`src/rtl/accel_sram_arbiter.sv`:
```
// Three-requester arbiter in front of a single-port SRAM; one access per 4 cycles (IDLE/ACCESS/WAIT/RESP).
// Define ARB_ROUND_ROBIN_EN for round-robin arbitration; the default build uses fixed priority r0 > r1 > r2.
module accel_sram_arbiter #(
    parameter int AW = 8,
    parameter int DW = 32
) (
    input  logic            wb_clk_i,
    input  logic            wb_rst_i,
    input  logic [5:0]      req_op,
    input  logic [3*AW-1:0] req_addr,
    input  logic [3*DW-1:0] req_wdata,
    output logic [2:0]      done,
    output logic [DW-1:0]   rdata,
    output logic [1:0]      grant_id,
    output logic            busy,
    output logic            sram_en,
    output logic [3:0]      sram_we,
    output logic [AW-1:0]   sram_addr,
    output logic [DW-1:0]   sram_di,
    input  logic [DW-1:0]   sram_do
);

    typedef enum logic [1:0] {IDLE, ACCESS, WAIT, RESP} state_t;

    state_t          state_q, state_d;
    logic [1:0]      grant_q, grant_d;
    logic            busy_q, busy_d;
    logic            we_op_q, we_op_d;
    logic            sram_en_q, sram_en_d;
    logic [3:0]      sram_we_q, sram_we_d;
    logic [AW-1:0]   sram_addr_q, sram_addr_d;
    logic [DW-1:0]   sram_di_q, sram_di_d;
    logic [DW-1:0]   rdata_q, rdata_d;
    logic [2:0]      done_q, done_d;

    // Op codes 01 and 11 both have bit 0 set; 00 and 10 never request.
    logic [2:0] req_valid;
    logic       win_found;
    logic [1:0] win_id;

    assign req_valid = {req_op[4], req_op[2], req_op[0]};

`ifdef ARB_ROUND_ROBIN_EN
    logic [1:0] ptr_q, ptr_d;

    function automatic logic [1:0] rr_idx(input logic [1:0] base, input logic [1:0] off);
        logic [2:0] s;
        s = {1'b0, base} + {1'b0, off};
        if (s >= 3'd3) begin
            s = s - 3'd3;
        end
        return s[1:0];
    endfunction

    // Scan from the farthest offset down so the requester nearest the pointer wins.
    always_comb begin
        win_found = 1'b0;
        win_id    = 2'd0;
        for (int i = 2; i >= 0; i--) begin
            if (req_valid[rr_idx(ptr_q, 2'(i))]) begin
                win_found = 1'b1;
                win_id    = rr_idx(ptr_q, 2'(i));
            end
        end
    end
`else
    always_comb begin
        win_found = |req_valid;
        if (req_valid[0]) begin
            win_id = 2'd0;
        end else if (req_valid[1]) begin
            win_id = 2'd1;
        end else begin
            win_id = 2'd2;
        end
    end
`endif

    always_comb begin
        state_d     = state_q;
        grant_d     = grant_q;
        busy_d      = busy_q;
        we_op_d     = we_op_q;
        sram_en_d   = 1'b0;
        sram_we_d   = 4'b0000;
        sram_addr_d = sram_addr_q;
        sram_di_d   = sram_di_q;
        rdata_d     = rdata_q;
        done_d      = 3'b000;
`ifdef ARB_ROUND_ROBIN_EN
        ptr_d       = ptr_q;
`endif
        case (state_q)
            IDLE: begin
                if (win_found) begin
                    state_d     = ACCESS;
                    grant_d     = win_id;
                    busy_d      = 1'b1;
                    we_op_d     = req_op[{win_id, 1'b1}];
                    sram_en_d   = 1'b1;
                    sram_we_d   = req_op[{win_id, 1'b1}] ? 4'b1111 : 4'b0000;
                    sram_addr_d = req_addr[AW*win_id +: AW];
                    sram_di_d   = req_wdata[DW*win_id +: DW];
`ifdef ARB_ROUND_ROBIN_EN
                    ptr_d       = rr_idx(win_id, 2'd1);
`endif
                end
            end
            ACCESS: begin
                state_d = WAIT;
            end
            // The SRAM read word is valid during WAIT, so it is captured on the edge leaving it.
            WAIT: begin
                state_d = RESP;
                if (!we_op_q) begin
                    rdata_d = sram_do;
                end
                case (grant_q)
                    2'd0:    done_d = 3'b001;
                    2'd1:    done_d = 3'b010;
                    default: done_d = 3'b100;
                endcase
            end
            RESP: begin
                state_d = IDLE;
                busy_d  = 1'b0;
                grant_d = 2'd3;
            end
            default: begin
                state_d = IDLE;
            end
        endcase
    end

    always_ff @(posedge wb_clk_i or posedge wb_rst_i) begin
        if (wb_rst_i) begin
            state_q     <= IDLE;
            grant_q     <= 2'd3;
            busy_q      <= 1'b0;
            we_op_q     <= 1'b0;
            sram_en_q   <= 1'b0;
            sram_we_q   <= 4'b0000;
            sram_addr_q <= '0;
            sram_di_q   <= '0;
            rdata_q     <= '0;
            done_q      <= 3'b000;
`ifdef ARB_ROUND_ROBIN_EN
            ptr_q       <= 2'd0;
`endif
        end else begin
            state_q     <= state_d;
            grant_q     <= grant_d;
            busy_q      <= busy_d;
            we_op_q     <= we_op_d;
            sram_en_q   <= sram_en_d;
            sram_we_q   <= sram_we_d;
            sram_addr_q <= sram_addr_d;
            sram_di_q   <= sram_di_d;
            rdata_q     <= rdata_d;
            done_q      <= done_d;
`ifdef ARB_ROUND_ROBIN_EN
            ptr_q       <= ptr_d;
`endif
        end
    end

    assign done      = done_q;
    assign rdata     = rdata_q;
    assign grant_id  = grant_q;
    assign busy      = busy_q;
    assign sram_en   = sram_en_q;
    assign sram_we   = sram_we_q;
    assign sram_addr = sram_addr_q;
    assign sram_di   = sram_di_q;

endmodule

```
`config.mk`:
```
export PLATFORM = sky130hd
export DESIGN_NAME = accel_sram_arbiter
export DESIGN_NICKNAME = d
export VERILOG_FILES = /design/src/rtl/accel_sram_arbiter.sv
export SDC_FILE = /design/constraint.sdc
export NUM_CORES = 1
export LEC_CHECK = 0
export CAP_MARGIN = 25
export CORE_ASPECT_RATIO = 0.9
export CORE_UTILIZATION = 41
export DETAILED_ROUTE_END_ITERATION = 6
export PLACE_DENSITY_LB_ADDON = 0.05
export SLEW_MARGIN = 20
export SYNTH_ARGS = -nofsm -noshare
export SYNTH_HDL_FRONTEND = slang
export SYNTH_SLANG_ARGS = --single-unit
```
`constraint.sdc`:
```
create_clock -name wb_clk_i -period 4.3 [get_ports wb_clk_i]
set_input_delay 0.43 -clock wb_clk_i [delete_from_list [all_inputs] [get_ports wb_clk_i]]
set_output_delay 0.43 -clock wb_clk_i [all_outputs]
set_load 0.02 [all_outputs]
```
==> key figures, run 1 <==
Power
  • Net Switching: 1.56 mW
  • Static Leak: 2.86 nW
  • Clock share of power: 11.8%
  • Internal Power: 2.52 mW
  • Sequential share of power: 33.8%
  • VDD IR max: 0.000327 V
  • Comb pwr share: 54.4%
  • Switching share of power: 38.2%
  • PwrDens: 607 nW/µm²

Floorplan
  • # IOs: 243
  • Core Region: 9700 µm²
  • Die span in y: 97.0 µm
  • Row count: 34
  • Initial Util: 42.4%
  • Die Width: 108 µm
  • Die area: 10400 µm²

Route
  • DRC: 0
  • Drt initial violations: 45
  • DRT met1 WL: 4.09 mm
  • DR WL met3: 1.01 mm
  • WL/cell: 15.8 µm
  • DR WL met2: 5.79 mm
  • Via density: 4.88
  • Vias post-DR: 3423
  • Post-Route WL: 11.1 mm
  • First-pass DRT Iterations: 4
  • DRT antenna net count: 0
  • Highest metal used: met4

Timing
  • Worst slew pin tran: 0.712 ns
  • Fin Hold WS: 0.405 ns
  • Clock Skew: 0.00795 ns
  • Final min period: 2.02 ns
  • # setup viols final: 0
  • Final TNS setup: 0 ns
  • Setup ws final: 2.28 ns
  • Achievable Freq: 495 MHz
  • Max Slew Vio Count: 0
  • RSZ-0062 raised after global routing: no
  • Fin crit share: 47.0%
  • Relative slew margins: 52.5%
  • Fin. Hold Viols: 0

Global route
  • Largest net degree at the start of global routing: 46
  • Total GRT Usage: 21.6%
  • Vias in the first global route: 3512
  • Grt ovf: 0
  • Initial antenna violation count: 0
  • Global-route wire length before repair: 17.2 mm

Yosys
  • Flop and latch count out of synthesis: 83
  • Register area share after synthesis: 50.6%
  • Yosys cell types: 34
  • Post-Syn Area: 4110 µm²
  • Syn Nets: 501
  • Cells after synthesis: 337
  • Post-Syn Area per Cell: 12.2 µm²
  • Warnings from Yosys: 0

Hold path
  • HP Class: primary input to async pin

Finish
  • Fraction of layout cells with a size suffix above 1: 17.2%
  • Finished Layout Cells: 701
  • Final-stage net count: 735
  • Synthesis-to-layout area growth: 63.2%
  • Final Core Density: 69.2%
  • Antenna Cells: 0

Clock network
  • Setup Buffers After CTS: 0
  • CTS tree: built
  • CTS sink count: 83
  • Total CTS buffers: 9
  • Clock Tree Buf Depth: 2
  • Reg clk slew, reported paths: 0.09 ns
  • Depth of the CTS H-tree: 3
  • Hold Buf Count CTS: 0
  • CTS Root Cell: clkbuf_8
  • Post-cts resize count: 0
  • Worst-Skew Late Latency: 0.35 ns

Placement
  • Placed cells: 685
  • Setup WS pre-CTS: 2.20 ns
  • Hpwl dp: 8.58 mm
  • Port Buf Inserts: 242
  • Routability congestion estimate from global placement: 0.781

Critical path
  • R2R setup slack: 2.28 ns
  • CP max FO: 27
  • Worst setup EP type: flop
  • Critical path type: flop to flop
  • CP arrival: 2.26 ns
  • CP startpoint kind: flop
  • WP data required: 4.54 ns

Job
  • Total of max-cap violations: 0

Outcome
  • Status: finished, final reports clean
## state kept, by name (all words and copies together) (netlist names)
name and flops:
sram_we 1, done 3, sram_en 1, state_q 2
rdata 32, busy 1, sram_addr 8, sram_di 32
we_op_q 1, grant_id 2
## per-layer routing
layer  global-route usage [%]  vias up
met1                     23.2     1615
met4                     7.80        0
met2                     39.0      149
met5                        0        -
met3                     7.21       16
li1                         -     1643
## cell usage after synthesis (all sizes together)
cell,instances,area (µm²)
buf,20,174
nor3,2,10.0
or3,1,6.26
o22a,1,8.76
nor2b,2,12.5
inv,5,18.8
mux2i,41,410
a211oi,1,7.51
and2,2,12.5
ha,4,50.1
dfrtp,81,2030
o21ai,42,210
nor2,1,3.75
a2bb2oi,1,8.76
nand2b,1,6.26
o21a,1,7.51
clkbuf,6,35.0
mux2,73,826
nand2,43,161
dfstp,2,52.6
nand3,1,5.00
a31oi,1,6.26
o31ai,3,36.3
and3b,1,8.76
nor3b,1,7.51
## per-stage QoR
stage          power [mW]  instance area, µm²
6_report             4.07                6710
5_1_grt              4.33                6710
4_1_cts              4.12                6690
3_5_place_dp         3.64                6540
3_3_place_gp         3.57                6520
2_1_floorplan        2.61                4110
## worst max-delay path: stages (launching register included)
cell     delay, ns
dfrtp_1       0.39
inv_1         0.13
ha_1          0.25
nor2b_2       0.35
buf_4         0.40
mux2_2        0.39
## layout make-up
type,count,area (µm²)
repair buffers,249,2490
multi-input cells,223,1810
inverters,5,20.0
clock inverters,5,31.3
well taps,126,158
flip-flops and latches,83,2080
clock buffers,10,128
fillers,790,2990
## path summary, 6_finish.rpt
check                           cells after the start         from     endpoint
worst max-delay path                                5   state_q[0]    rdata[29]
worst min-delay path                                2     wb_rst_i    rdata[26]
worst max register to register                      5   state_q[0]    rdata[29]
worst min register to register                      2  sram_di[11]  sram_di[11]
max in group asynchronous                           4     wb_rst_i  grant_id[1]
min in group wb_clk_i                               2  sram_di[11]  sram_di[11]
## logic make-up (layout without fill, tap and decap cells)
family                     Yosys count  in the layout  synth area share (%)
muxes                              114            114                  30.1
DFF                                 83             83                  50.6
and+or+nand+nor                     55             55                  5.69
AOI/OAI and AO/OA                   50             50                  6.94
buffers and inverters               31            269                  5.54
adders and majority gates            4              4                  1.22
## power by group through the flow
stage	logic (mW)	clock network, mW	registers [mW]
floorplan	0.777	0	1.83
global placement	2.20	0	1.37
detailed placement	2.24	0	1.40
CTS	2.25	0.492	1.38
global route	2.37	0.530	1.43
finish	2.22	0.480	1.38
## cell usage in the layout, fill, tap and decap left out, drive strengths merged, types with 2 or more instances in the layout
master	n
and2	2
buf	9
clkbuf	10
clkdlybuf4s50	240
clkinv	5
dfrtp	81
dfstp	2
ha	4
inv	4
mux2	73
mux2i	41
nand2	43
nor2b	2
nor3	2
o21ai	42
o31ai	3
No activity file was read; power rests on OpenSTA's default activity.
==> inputs of run 2 (changes only) <==
--- a/config.mk
+++ b/config.mk
@@ -7,7 +7,7 @@
 export LEC_CHECK = 0
 export CAP_MARGIN = 25
 export CORE_ASPECT_RATIO = 0.9
-export CORE_UTILIZATION = 41
+export CORE_UTILIZATION = 38
 export DETAILED_ROUTE_END_ITERATION = 6
 export PLACE_DENSITY_LB_ADDON = 0.05
 export SLEW_MARGIN = 20
==> constraint.sdc (replaced) <==
create_clock -name wb_clk_i -period 2.05 [get_ports wb_clk_i]
set_input_delay 0.205 -clock wb_clk_i [delete_from_list [all_inputs] [get_ports wb_clk_i]]
set_output_delay 0.205 -clock wb_clk_i [all_outputs]
set_load 0.02 [all_outputs]
==> run 2 against run 1 <==
  * The run now ends with design-rule violations left
  * Utilization decreased by 2.5 points
  * Global-route usage down 2.4 points
  * Clock skew about the same
  * Sequential cell count did not move
==> key figures, run 2 (synthesized netlist as in run 1, its figures left out) <==
Power
  • Switching share of power: 35.9%
  • PwrDens: 1330 nW/µm²
  • VDD IR max: 0.000679 V
  • Net Switching: 3.31 mW
  • Clock share of power: 17.7%
  • Tot Pwr: 9.23 mW
  • Comb pwr share: 51.0%
  • Static Leak: 2.95 nW
  • Sequential share of power: 31.3%
  • Internal Power: 5.92 mW

Timing
  • Final TNS setup: 0 ns
  • Fin crit share: 84.9%
  • Final min period: 1.74 ns
  • Max Slew Vio Count: 0
  • # setup viols final: 0
  • Relative slew margins: 63.7%
  • Worst slew pin tran: 0.543 ns
  • Fin. Hold Viols: 0
  • Fin Hold WS: 0.263 ns
  • Clock Skew: 0.00825 ns
  • Achievable Freq: 575 MHz
  • RSZ-0062 raised after global routing: no

Global route
  • Total GRT Usage: 19.2%
  • Largest net degree at the start of global routing: 46
  • Grt ovf: 0
  • Global-route wire length before repair: 16.8 mm
  • Vias in the first global route: 3450
  • Initial antenna violation count: 0

Critical path
  • Worst setup EP type: output pin
  • CP max FO: 6
  • WP data required: 1.85 ns
  • CP cell instances: clkdlybuf4s50_1
  • R2R setup slack: 0.40 ns
  • Critical path type: flop to output pin
  • Critical path depth in cells: 1
  • Slowest cell on crit path: clkdlybuf4s50_1
  • Worst reg2reg path depth: 5
  • CP startpoint kind: flop
  • FF-to-FF End: rdata[23]
  • Critical Path Max Stage Delay: 0.64 ns
  • CP bufs+invs: 1
  • Critical R2R Launch: state_q[0]
  • CP arrival: 1.54 ns
  • Top Family by Delay on Critical Path: buffers and inverters

Clock network
  • Clock Tree Buf Depth: 2
  • CTS tree: built
  • Worst-Skew Late Latency: 0.33 ns
  • Setup Buffers After CTS: 0
  • Depth of the CTS H-tree: 3
  • Post-cts resize count: 0
  • CTS sink count: 83
  • Hold Buf Count CTS: 0
  • Reg clk slew, reported paths: 0.07 ns
  • Total CTS buffers: 9
  • CTS Root Cell: clkbuf_16

Placement
  • Hpwl dp: 8.46 mm
  • Port Buf Inserts: 242
  • Routability congestion estimate from global placement: 0.749
  • Placed cells: 691

Outcome
  • Status: complete, but fails checks
  • Failing checks: design-rule violations

Floorplan
  • Core Region: 10400 µm²
  • # IOs: 243
  • Row count: 35
  • Die span in y: 101 µm
  • Die Width: 112 µm
  • Initial Util: 39.6%
  • Die area: 11200 µm²

Finish
  • Finished Layout Cells: 707
  • Most common cell after layout, fill and taps aside: clkdlybuf4s50_1
  • Most frequent cells in the layout: 240 x clkdlybuf4s50_1, 81 x dfrtp_1, 70 x mux2_2
  • Synthesis-to-layout area growth: 68.4%
  • Fraction of layout cells with a size suffix above 1: 17.8%
  • FILL cells: 857
  • Final-stage net count: 737
  • Antenna Cells: 0
  • Final Core Density: 66.7%

Route
  • Vias post-DR: 3355
  • DRT antenna net count: 0
  • Drt initial violations: 78
  • Via density: 4.75
  • DRC: 15
  • Post-Route WL: 10.6 mm
  • First-pass DRT Iterations: 6
  • WL/cell: 14.9 µm

Hold path
  • HP Class: primary input to flop
  • Min-Delay Startpoint: req_op[0]
  • Hold Path End: busy
  • Min-Delay Path Depth: 4

Job
  • Total of max-cap violations: 0
-- run 2: worst max path at each step --
stage	start	slack, ns	to
2_1_floorplan	state_q[0]	0.50	rdata[1]
3_3_place_gp	state_q[0]	0.48	rdata[16]
3_5_place_dp	state_q[0]	0.40	rdata[23]
4_1_cts	grant_id[1]	0.30	grant_id[1]
5_1_grt	grant_id[1]	0.27	grant_id[1]
6_report	grant_id[1]	0.31	grant_id[1]
-- run 2: layer usage --
| metal | share of wire (%) | vias up | GRT usage [%] | wire length [µm] |
|---|---|---|---|---|
| li1 | - | 1641 | - | - |
| met1 | 37 | 1551 | 21.2 | 3910 |
| met2 | 52 | 147 | 34.8 | 5450 |
| met3 | 9.4 | 16 | 6.25 | 988 |
| met4 | 2.0 | 0 | 7.07 | 212 |
| met5 | 0 | - | 0 | 0 |
-- run 2: through the flow --
| stage | setup slack (ns) | instance area [µm²] |
|---|---|---|
| floorplan | 0.502 | 4120 |
| global placement | 0.479 | 6610 |
| detailed placement | 0.403 | 6610 |
| CTS | 0.300 | 6930 |
| global route | 0.271 | 6930 |
| finish | 0.309 | 6930 |
-- run 2: layout make-up --
class	instances	area, µm²	share of cell area, %
Timing Repair Buffer	251	2540	36.7
Multi-Input combinational cell	223	1810	26.1
Tap cell	129	161	2.33
Sequential cell	83	2080	30.0
Inverter	5	22.5	0.325
Clock buffer	10	239	3.45
Clock inverter	6	72.6	1.05
-- run 2: power groups by stage --
| stage | Sequential (mW) | Clock (mW) | Combinational (mW) |
|---|---|---|---|
| 5_1_grt | 3.01 | 1.75 | 5.05 |
| 2_1_floorplan | 3.84 | 0 | 1.63 |
| 4_1_cts | 2.91 | 1.67 | 4.77 |
| 6_report | 2.89 | 1.63 | 4.71 |
| 3_3_place_gp | 2.89 | 0 | 4.68 |
| 3_5_place_dp | 2.93 | 0 | 4.76 |
==> inputs of run 3 (changes only) <==
==> constraint.sdc (replaced) <==
create_clock -name wb_clk_i -period 1.72 [get_ports wb_clk_i]
set_input_delay 0.172 -clock wb_clk_i [delete_from_list [all_inputs] [get_ports wb_clk_i]]
set_output_delay 0.172 -clock wb_clk_i [all_outputs]
set_load 0.02 [all_outputs]
==> run 3 against run 2 <==
  * The run still ends with design-rule violations left
  * Critical endpoint is now rdata[15]
  * Combinational power rose by 20%
  * Largest cell class unchanged
  * Sequential power up 19%
  * Cell count increased by 0.14%
==> key figures, run 3 (synthesized netlist as in run 1, its figures left out) <==
Outcome
  • Status: complete, but fails checks
  • Failing checks: design-rule violations

Critical path
  • Worst setup EP type: flop
  • Critical path type: flop to flop
  • Crit. Startpoint: state_q[0]
  • CP max FO: 32
  • Critical Path Max Stage Delay: 0.38 ns
  • CP arrival: 1.80 ns
  • Critical R2R Launch: state_q[0]
  • Worst reg2reg path depth: 5
  • CP cell instances: inv_1 > ha_1 > nor2b_2 > buf_12 > mux2_2
  • CP startpoint kind: flop
  • Slowest cell on crit path: dfrtp_1
  • WP data required: 1.94 ns

Finish
  • Multi-input gate area: 1810 µm²
  • Area occupied by registers: 2080 µm²
  • Antenna Cells: 0
  • Final-stage net count: 738
  • Most frequent cells in the layout: 238 x clkdlybuf4s50_1, 81 x dfrtp_1, 70 x mux2_2
  • Fraction of layout cells with a size suffix above 1: 17.8%
  • Synthesis-to-layout area growth: 68.2%
  • Most common cell after layout, fill and taps aside: clkdlybuf4s50_1
  • FILL cells: 847

Power
  • Tot Pwr: 10.9 mW
  • Static Leak: 2.94 nW
  • PwrDens: 1570 nW/µm²
  • VDD IR max: 0.000573 V

Global route
  • Met2 usage: 34.9%
  • Grt ovf: 0
  • Met3 usage: 7.46%
  • Total GRT Usage: 19.7%
  • Largest net degree at the start of global routing: 51
  • Vias in the first global route: 3429
  • Initial antenna violation count: 0
  • Busiest layer in global routing: met2
  • GR met1 Demand/Resource: 21.8%
  • Global-route wire length before repair: 17.0 mm

Timing
  • Final min period: 1.58 ns
  • Fin crit share: 91.6%
  • Max Slew Vio Count: 0
  • Relative slew margins: 72.1%
  • Final TNS setup: 0 ns
  • RSZ-0062 raised after global routing: no
  • Clock Skew: 0.00616 ns
  • Fin Hold WS: 0.253 ns
  • Worst slew pin tran: 0.418 ns
  • Fin. Hold Viols: 0
  • # setup viols final: 0
  • Achievable Freq: 635 MHz

Clock network
  • Total CTS buffers: 9
  • CTS tree: built
  • Clock Tree Buf Depth: 2
  • Hold Buf Count CTS: 0
  • Reg clk slew, reported paths: 0.07 ns
  • CTS sink count: 83
  • Depth of the CTS H-tree: 3
  • Worst-Skew Late Latency: 0.33 ns
  • CTS Root Cell: clkbuf_16

Floorplan
  • Initial Util: 39.6%
  • Row count: 35
  • Die Width: 112 µm
  • # IOs: 243
  • Core Region: 10400 µm²
  • Die area: 11200 µm²
  • Die span in y: 101 µm

Hold path
  • Min-Delay Path Depth: 4
  • HP Class: primary input to flop
  • Min-Delay Startpoint: req_op[0]

Placement
  • Hpwl dp: 8.37 mm
  • Port Buf Inserts: 242
  • Routability congestion estimate from global placement: 0.728

Route
  • DRC: 15
  • Vias post-DR: 3376
  • Drt initial violations: 118
  • First-pass DRT Iterations: 6
  • WL/cell: 15.0 µm
  • Via density: 4.77
  • DRT antenna net count: 0
  • Post-Route WL: 10.6 mm

Job
  • Total of max-cap violations: 0
## run 3: final timing paths
| check | endpoint | slack (ns) |
|---|---|---|
| worst max-delay path | rdata[15] | 0.14 |
| worst min-delay path | busy | 0.25 |
| worst max register to register | rdata[15] | 0.14 |
| worst min register to register | sram_di[8] | 0.48 |
| max in group asynchronous | sram_addr[3] | 1.08 |
| min in group asynchronous | sram_di[1] | 0.26 |
## run 3: stage by stage
stage	instance area [µm²]	utilization, %	setup WS, ns	std cells
6_report	6920	66.6	0.144	708
5_1_grt	6920	66.6	0.0273	708
4_1_cts	6910	66.6	0.00643	708
3_5_place_dp	6630	63.9	0.161	692
3_3_place_gp	6630	63.9	0.174	692
2_1_floorplan	4120	-	0.172	337
## run 3: cell type report
cell class                 count  share of cell area (%)
timing repair buffer         252                    37.1
sequential                    83                    30.1
multi-input combinational    223                    26.1
clock buffer                  10                    3.31
tap                          129                    2.33
clock inverter                 6                   0.705
inverter                       5                   0.326
## run 3: metal layers
metal	wire length (µm)	vias to the layer above	part of all wire (%)
met5	0	-	0
met1	4030	1573	38
met2	5460	141	52
li1	-	1648	-
met3	946	14	8.9
met4	162	0	1.5
## run 3: power breakdown
group / switching, mW / total [mW] / internal, mW
Clock: 0.794 / 1.78 / 0.991
Sequential: 0.492 / 3.43 / 2.94
Combinational: 2.69 / 5.63 / 2.95
## run 3: timing repair
| item | in CTS | in global routing |
|---|---|---|
| buffers inserted | 0 | 0 |
| gates resized for setup | 0 | 2 |
| endpoints found under the setup margin | 0 | 2 |
## run 3: worst max-delay path, delay by kind of cell, from the launching register on
kind,cells,cell delay (ns)
buffers and inverters,2,0.35
adders and majority gates,1,0.18
muxes,1,0.36
DFF,1,0.38
and+or+nand+nor,1,0.18
